===== config.mk =====
export PLATFORM = sky130hd
export DESIGN_NAME = mdu_scheduler
export DESIGN_NICKNAME = d
export VERILOG_FILES = /design/src/rtl/mdu_scheduler.sv
export SDC_FILE = /design/constraint.sdc
export NUM_CORES = 1
export LEC_CHECK = 0
export ABC_CLOCK_PERIOD_IN_PS = 1400
export BUFFER_PORTS_ARGS = -buffer_cell sky130_fd_sc_hd__buf_2
export CAP_MARGIN = 10
export CORE_MARGIN = 4
export CORE_UTILIZATION = 26
export CTS_CLUSTER_DIAMETER = 80
export CTS_CLUSTER_SIZE = 28
export DETAILED_ROUTE_END_ITERATION = 7
export MAX_ROUTING_LAYER = met4
export PLACE_DENSITY = 0.47
export SETUP_SLACK_MARGIN = 0.05
export SYNTH_ARGS = -nofsm -noshare
export SYNTH_HDL_FRONTEND = slang
export SYNTH_SLANG_ARGS = --single-unit
export TNS_END_PERCENT = 1

===== constraint.sdc =====
create_clock -name clk -period 1.4 [get_ports clk]
set_input_delay 0.07 -clock clk [delete_from_list [all_inputs] [get_ports clk]]
set_output_delay 0.07 -clock clk [all_outputs]
set_load 0.02 [all_outputs]

===== src/rtl/mdu_scheduler.sv =====
// -----------------------------------------------------------------------------
// mdu_scheduler
//
// Sequencing controller for the multiply/divide unit in the EX stage. It
// decodes the MD operation of the EX instruction and issues a one-cycle
// `start` pulse for the long ops (MULT/MULTU/DIV/DIVU). A latency counter
// times the running op and drives `busy` and `done`. `stall` holds a dependent
// MD instruction in ID until the unit is free. A flush suppresses issue of the
// EX instruction, but it never cancels an op that is already running.
//
// Parameters:
//   MULT_LAT  busy cycles for MULT/MULTU (1..15)
//   DIV_LAT   busy cycles for DIV/DIVU   (1..15)
//
// Ports:
//   clk       in   rising-edge clock
//   reset     in   synchronous, active-high reset
//   ex_md_op  in   MD opcode of the EX instruction (0 NONE, 1 MULT, 2 MULTU,
//                  3 DIV, 4 DIVU, 5 MTHI, 6 MTLO, 7 MFHI, 8 MFLO, 9..15 NONE)
//   id_is_md  in   the ID instruction is an MD op
//   flush     in   the EX instruction is cancelled this cycle
//   start     out  combinational issue pulse for a long op
//   mdu_ctrl  out  combinational; the accepted opcode, otherwise 0
//   mthi_we   out  combinational HI write enable
//   mtlo_we   out  combinational LO write enable
//   busy      out  registered; a long op is in progress
//   done      out  combinational; high in the last busy cycle
//   stall     out  combinational; freezes PC and IF/ID and bubbles ID/EX
// -----------------------------------------------------------------------------
module mdu_scheduler #(
  parameter int unsigned MULT_LAT = 5,
  parameter int unsigned DIV_LAT  = 10
) (
  input  logic       clk,
  input  logic       reset,
  input  logic [3:0] ex_md_op,
  input  logic       id_is_md,
  input  logic       flush,
  output logic       start,
  output logic [3:0] mdu_ctrl,
  output logic       mthi_we,
  output logic       mtlo_we,
  output logic       busy,
  output logic       done,
  output logic       stall
);

  // ---------------------------------------------------------------------------
  // Opcode encoding
  // ---------------------------------------------------------------------------
  typedef enum logic [3:0] {
    MD_NONE  = 4'd0,
    MD_MULT  = 4'd1,
    MD_MULTU = 4'd2,
    MD_DIV   = 4'd3,
    MD_DIVU  = 4'd4,
    MD_MTHI  = 4'd5,
    MD_MTLO  = 4'd6,
    MD_MFHI  = 4'd7,
    MD_MFLO  = 4'd8
  } md_op_t;

  typedef enum logic {
    IDLE = 1'b0,
    RUN  = 1'b1
  } state_t;

  localparam logic [3:0] MULT_CNT = 4'(MULT_LAT);
  localparam logic [3:0] DIV_CNT  = 4'(DIV_LAT);

  state_t     state;
  state_t     state_next;
  logic [3:0] cnt;
  logic [3:0] cnt_next;

  // ---------------------------------------------------------------------------
  // Decode of the EX opcode. Codes 9..15 fall outside both ranges and so
  // behave exactly like NONE.
  // ---------------------------------------------------------------------------
  logic op_long;
  logic op_short;
  logic op_div;
  logic acc;

  assign op_long  = (ex_md_op >= MD_MULT) && (ex_md_op <= MD_DIVU);
  assign op_short = (ex_md_op >= MD_MTHI) && (ex_md_op <= MD_MFLO);
  assign op_div   = (ex_md_op == MD_DIV)  || (ex_md_op == MD_DIVU);

  // An op is only accepted from IDLE; while running, the stall keeps MD ops
  // out of EX, and anything that slips through is dropped here.
  assign acc = (op_long || op_short) && !flush && (state == IDLE);

  // ---------------------------------------------------------------------------
  // State register
  // ---------------------------------------------------------------------------
  // NOTE: sequential state uses non-blocking assignments so every flop samples
  // the pre-edge values regardless of process ordering in simulation.
  always_ff @(posedge clk) begin
    if (reset) begin
      state <= IDLE;
      cnt   <= 4'd0;
    end else begin
      state <= state_next;
      cnt   <= cnt_next;
    end
  end

  // ---------------------------------------------------------------------------
  // Next-state logic
  // ---------------------------------------------------------------------------
  // NOTE: every variable gets a default at the top of the block so that no
  // path through the case leaves it unassigned, which would infer a latch.
  always_comb begin
    state_next = state;
    cnt_next   = cnt;
    unique case (state)
      IDLE: begin
        if (acc && op_long) begin
          state_next = RUN;
          cnt_next   = op_div ? DIV_CNT : MULT_CNT;
        end
      end
      RUN: begin
        // Counting down to 1 marks the final busy cycle; the decrement past
        // that point leaves cnt at 0 in IDLE.
        cnt_next = cnt - 4'd1;
        if (cnt == 4'd1) begin
          state_next = IDLE;
        end
      end
      default: begin
        state_next = IDLE;
        cnt_next   = 4'd0;
      end
    endcase
  end

  // ---------------------------------------------------------------------------
  // Output logic
  // ---------------------------------------------------------------------------
  always_comb begin
    start    = 1'b0;
    mdu_ctrl = MD_NONE;
    mthi_we  = 1'b0;
    mtlo_we  = 1'b0;
    if (acc) begin
      mdu_ctrl = ex_md_op;
      start    = op_long;
      mthi_we  = (ex_md_op == MD_MTHI);
      mtlo_we  = (ex_md_op == MD_MTLO);
    end
  end

  // busy is a decode of the state flop, so it carries no input-to-output path.
  assign busy = (state == RUN);
  assign done = busy && (cnt == 4'd1);

  // The stall covers the issue cycle as well as the busy cycles, so a
  // dependent MD op in ID cannot reach EX until the cycle after done.
  assign stall = id_is_md && (start || busy);

endmodule


==> results.ini, run 1 <==
[critical_path]
cp-start-kind=register
slowest_stage=dfxtp_2
r2r.worst_path.cells=6
path_class=register to primary output
critPathBufInv=2
worstPathArrival_ps=1220
critPathMaxFanout=6
cp_num_cells=5
endpoint_kind=primary output
max_stage_delay_ps=320
crit_chain=nor3_2 -> buf_4 -> and3_4 -> o21a_1 -> buf_6
cp_top_family=flip-flops
crit_required_ps=1330

[final_layout]
final_common_cell=buf_2
final_cell_mix=14 x buf_2, 9 x buf_4, 4 x dfxtp_1
n_antenna_cell=0
nFillCells=139
drive_above_1_share=0.4714
nNetsFinal=81
area.growth.synth_to_final_pct=57.04

[timing]
fin_crit_sh=0.9209
rsz0062_at_grt=yes
relSlewSlack=0.7417
tightest_slew_ps=382.1
whs_ps=28.57
tns_ps=0
setup_viol=0
period_needed_ps=1289
slew_violations=0
fmax_mhz=775.6
fin_skew_ps=2.700
finalHoldViolCount=0

[place]
gp_congestion=0.7002
post-dp-hpwl_um=729.1
port_buffers=17

[yosys]
synth_top_area_cell=dfxtp_1
syn-cell-area_um2=355.3
synth-seq-cells=5
syn_area_per_cell_um2=8.076
yosysUniqueCellTypes=24
synth_area_leaders=dfxtp_1 28%, ha_1 7.0%, nor3b_1 6.3%
synth_cells=44
yosysWarnings=0
ys_seq_area_frac=0.2817
synth_top_area_frac=0.2817
synth_fp_nets=54

[floorplan]
core_area_mm2=0.001301
start_util=0.2731
rows=13
ios=18
die_h_um=44.97
dieArea_mm2=0.002022
die_w_um=44.97

[global_route]
grt_max_degree=11
grt-ovfl-total=0
grt_first_pass_wirelength_um=1690
grt_pass1_vias=391
grt_antenna_before_repair=0
grt_usage=0.1149

[power_and_ir_drop]
ir_drop_uv=327.8
powerDensity_mw_per_mm2=838.1
p_seq_frac=0.358
intPower_w=0.0003287
p_total_w=0.0004677
switchingPower_w=0.0001390
combPwrFrac=0.287
p_clk_frac=0.355
p_leak_nw=0.2637
swShare=0.2972

[flow_run]
drv_cap=0

[worst_hold_path]
whs_path_depth=2
hp-class=primary input to register

[clock_tree]
cts_tree=built
clock_sinks=5
cts_buffers=3
worstSkewPairLatency_ps=240
cts_buffer_depth=2
path_clk_slew_ps=40
clockRootBuffer=clkbuf_4
h-tree-depth=1

[routing]
drc=0
postRouteAntennaNets=0
totalWireLength_um=985
vias=409
drt_iter0_drc=5
routedWlPerCell_um=11.59
first_pass_iters=4
via_per_inst=4.812

[run_status]
outcome=completed

final cells by class:
cell class	count	area (um^2)	area share
inverter	3	11.26	0.02018
sequential	5	101.3	0.1816
timing repair buffer	24	148.9	0.2668
multi-input combinational	34	251.5	0.4507
tap	15	18.77	0.03363
clock buffer	4	26.28	0.04709
state kept, by name (all words and copies together), names as in the netlist:
| signal | count |
|---|---|
| busy | 1 |
| cnt | 4 |
final timing paths:
path / startpoint / end / slack (ps)
max: busy / stall / 110
max reg2reg: busy / cnt[1] / 120
min reg2reg: cnt[0] / cnt[0] / 530
min: reset / busy / 30
stage by stage:
step / worst slack [ps] / utilization / area (um^2) / instances
after global routing: 29.09 / 0.4288 / 558.0 / 85
after detailed placement: 70.54 / 0.3644 / 474.2 / 78
final: 110.7 / 0.4288 / 558.0 / 85
after floorplan: -57.93 / - / 355.3 / 44
after global placement: 93.29 / 0.3644 / 474.2 / 78
after CTS: 34.38 / 0.4192 / 545.5 / 84
layer usage:
metal / global-route usage / wire (um) / vias to the layer above
met5: - / 0 / -
met3: 0.05179 / 45 / 0
li1: - / - / 212
met4: 0.03509 / 0 / 0
met2: 0.1638 / 463 / 10
met1: 0.1442 / 476 / 187
logic make-up (layout without fill, tap and decap cells):
| kind of cell | count (synthesis) | after routing | share of synthesized area |
|---|---|---|---|
| simple gates | 21 | 21 | 0.3662 |
| compound gates | 10 | 10 | 0.1795 |
| flops | 5 | 5 | 0.2817 |
| buf+inv | 5 | 31 | 0.07393 |
| fa+ha+maj | 2 | 2 | 0.07041 |
| mux | 1 | 1 | 0.02817 |
synth_stat cells (all sizes together):
cell and instances:
a21oi 2, nand2 2, a211oi 2, or3 2
mux2i 1, dfxtp 5, or4b 1, o21ai 2
nor2 2, and3b 1, clkbuf 1, a31oi 2
o21a 1, a311oi 1, nor3b 3, nor3 3
ha 2, inv 3, and3 2, nand2b 2
and2 2, buf 1, nor4b 1
power groups by stage:
stage	registers, W	logic [W]	clock network [W]
6_report	0.000168	0.000134	0.000166
4_1_cts	0.000167	0.000132	0.000175
3_5_place_dp	0.000170	0.000118	0
2_1_floorplan	0.000169	0.0000723	0
5_1_grt	0.000169	0.000150	0.000192
3_3_place_gp	0.000171	0.000118	0
repair_timing:
action / CTS / global route
resized for setup: 9 / 2
setup buffers: 2 / 1
hold buffers: 0 / 0
pin swaps: 3 / 3
endpoints found under the setup margin: 4 / 5
(Power assumes the default switching activity.)
==> inputs of run 2 (changes only) <==
CORE_AREA = 4 4 41 43   (was unset)
CORE_MARGIN = unset   (was 4)
CORE_UTILIZATION = unset   (was 26)
DIE_AREA = 0 0 45 47   (was unset)
PLACE_DENSITY = 0.48   (was 0.47)
==> run 2 against run 1 <==
- non-clock buffer count fell by 1
- global-route usage fell by 1.4 points
- count of clock-buffer cells in the layout did not move
==> results.ini, run 2 (synthesis gave the netlist of run 1 again) <==
[final_layout]
final_cell_mix=13 x buf_2, 9 x buf_4, 4 x dfxtp_1
largest_reg_flops=4
nNetsFinal=80
n_antenna_cell=0
final_util=0.4337
drive_above_1_share=0.4638
regMostFlops=cnt
final_cell_area_um2=564.3
area.growth.synth_to_final_pct=58.80
instances_no_fill=84
final_common_cell=buf_2

[critical_path]
critPathMaxFanout=6
reg2reg_from=busy
endpoint_kind=primary output
r2r.worst_path.cells=6
cp-start-kind=register
r2r-end=cnt[2]
path_class=register to primary output
cp_num_cells=4
critPathBufInv=1
crit_required_ps=1330
ff2ff_setup_slack_ps=190
worstPathArrival_ps=1200
max_stage_delay_ps=330
slowest_stage=dfxtp_2
crit_chain=nor3_4 -> and3_4 -> o21a_1 -> buf_2
cp_top_family=simple AND/OR/NAND/NOR gates

[power_and_ir_drop]
p_leak_nw=0.2675
p_clk_frac=0.350
intPower_w=0.0003283
ir_drop_uv=278.3
powerDensity_mw_per_mm2=823.8
combPwrFrac=0.286
p_seq_frac=0.364
switchingPower_w=0.0001366
swShare=0.2939
p_total_w=0.0004649

[place]
post-dp-hpwl_um=728.5
dpl_cell_area_um2=474.2
dp.cells=78
gp_congestion=0.7172
port_buffers=17

[run_status]
outcome=completed

[clock_tree]
clockRootBuffer=clkbuf_4
cts_tree=built
cts_buffer_depth=2
path_clk_slew_ps=40
h-tree-depth=1
clock_sinks=5
cts_buffers=3
holdBufCountCts=0
worstSkewPairLatency_ps=240

[timing]
fin_crit_sh=0.9090
fmax_mhz=785.8
tightest_slew_ps=377.0
tns_ps=0
period_needed_ps=1273
fin_skew_ps=0.3066
rsz0062_at_grt=no
relSlewSlack=0.7451
slew_violations=0
finalHoldViolCount=0
setup_viol=0

[routing]
postRouteAntennaNets=0
via_per_inst=4.786
drc=0
first_pass_iters=4
totalWireLength_um=913
drt_iter0_drc=2
routedWlPerCell_um=10.87
vias=402

[floorplan]
rows=13
die_h_um=47
dieArea_mm2=0.002115
ios=18
core_area_mm2=0.001301
start_util=0.2731
die_w_um=45

[worst_hold_path]
hp-class=primary input to register
whs_path_depth=2
hold_end=busy
min_from=reset

[global_route]
grt_antenna_before_repair=0
grt_pass1_vias=382
grt_max_degree=11
grt-ovfl-total=0
grt_first_pass_wirelength_um=1531
grt_usage=0.1012

[flow_run]
drv_cap=0

-- run 2: cell types whose count changed in the layout (fill, tap and decap cells not counted) --
| cell | before | now |
|---|---|---|
| buf_2 | 14 | 13 |
| nand2_2 | 1 | 0 |
| nor3_2 | 1 | 0 |
| nor3_4 | 0 | 1 |
| nand2_4 | 0 | 1 |
-- run 2: cell type report --
| type | instances | area, um^2 |
|---|---|---|
| inverter | 3 | 11.26 |
| timing repair buffer | 23 | 143.9 |
| clock buffer | 4 | 26.28 |
| sequential | 5 | 101.3 |
| multi-input combinational | 34 | 262.8 |
| fill | 136 | 737.0 |
| tap | 15 | 18.77 |
-- run 2: what timing repair did --
item / in CTS / in global routing
pin swaps: 4 / 2
endpoints found under the setup margin: 4 / 5
buffers inserted: 2 / 0
cloned: 0 / 0
gates resized for setup: 11 / 3
-- run 2: worst max-delay path by stage --
stage / startpoint / endpoint / slack, ps
after detailed placement: ex_md_op[0] / cnt[1] / 50
after CTS: busy / stall / 40
after floorplan: busy / mtlo_we / -60
after global routing: busy / mdu_ctrl[1] / 50
after global placement: ex_md_op[0] / cnt[1] / 100
final: busy / stall / 130
-- run 2: power by group through the flow --
stage / Clock (W) / Combinational [W] / Sequential (W)
5_1_grt: 0.000188 / 0.000151 / 0.000170
3_3_place_gp: 0 / 0.000119 / 0.000171
4_1_cts: 0.000173 / 0.000131 / 0.000168
6_report: 0.000163 / 0.000133 / 0.000169
3_5_place_dp: 0 / 0.000117 / 0.000170
2_1_floorplan: 0 / 0.0000723 / 0.000169
-- run 2: metrics by stage --
step | hold WS (ps) | worst slack [ps]
6_report | 28.98 | 127.3
5_1_grt | 26.16 | 51.48
4_1_cts | 22.31 | 37.82
3_5_place_dp | 282.1 | 50.93
3_3_place_gp | 278.3 | 99.16
2_1_floorplan | 139.1 | -57.93
-- run 2: metal layers --
layer,share of wire,vias up,routed length [um],global-route usage
met5,0,-,0,-
met4,0,0,0,0.03509
met3,0.085,0,78,0.04981
met2,0.46,13,422,0.1441
met1,0.45,177,412,0.1230
li1,-,212,-,-
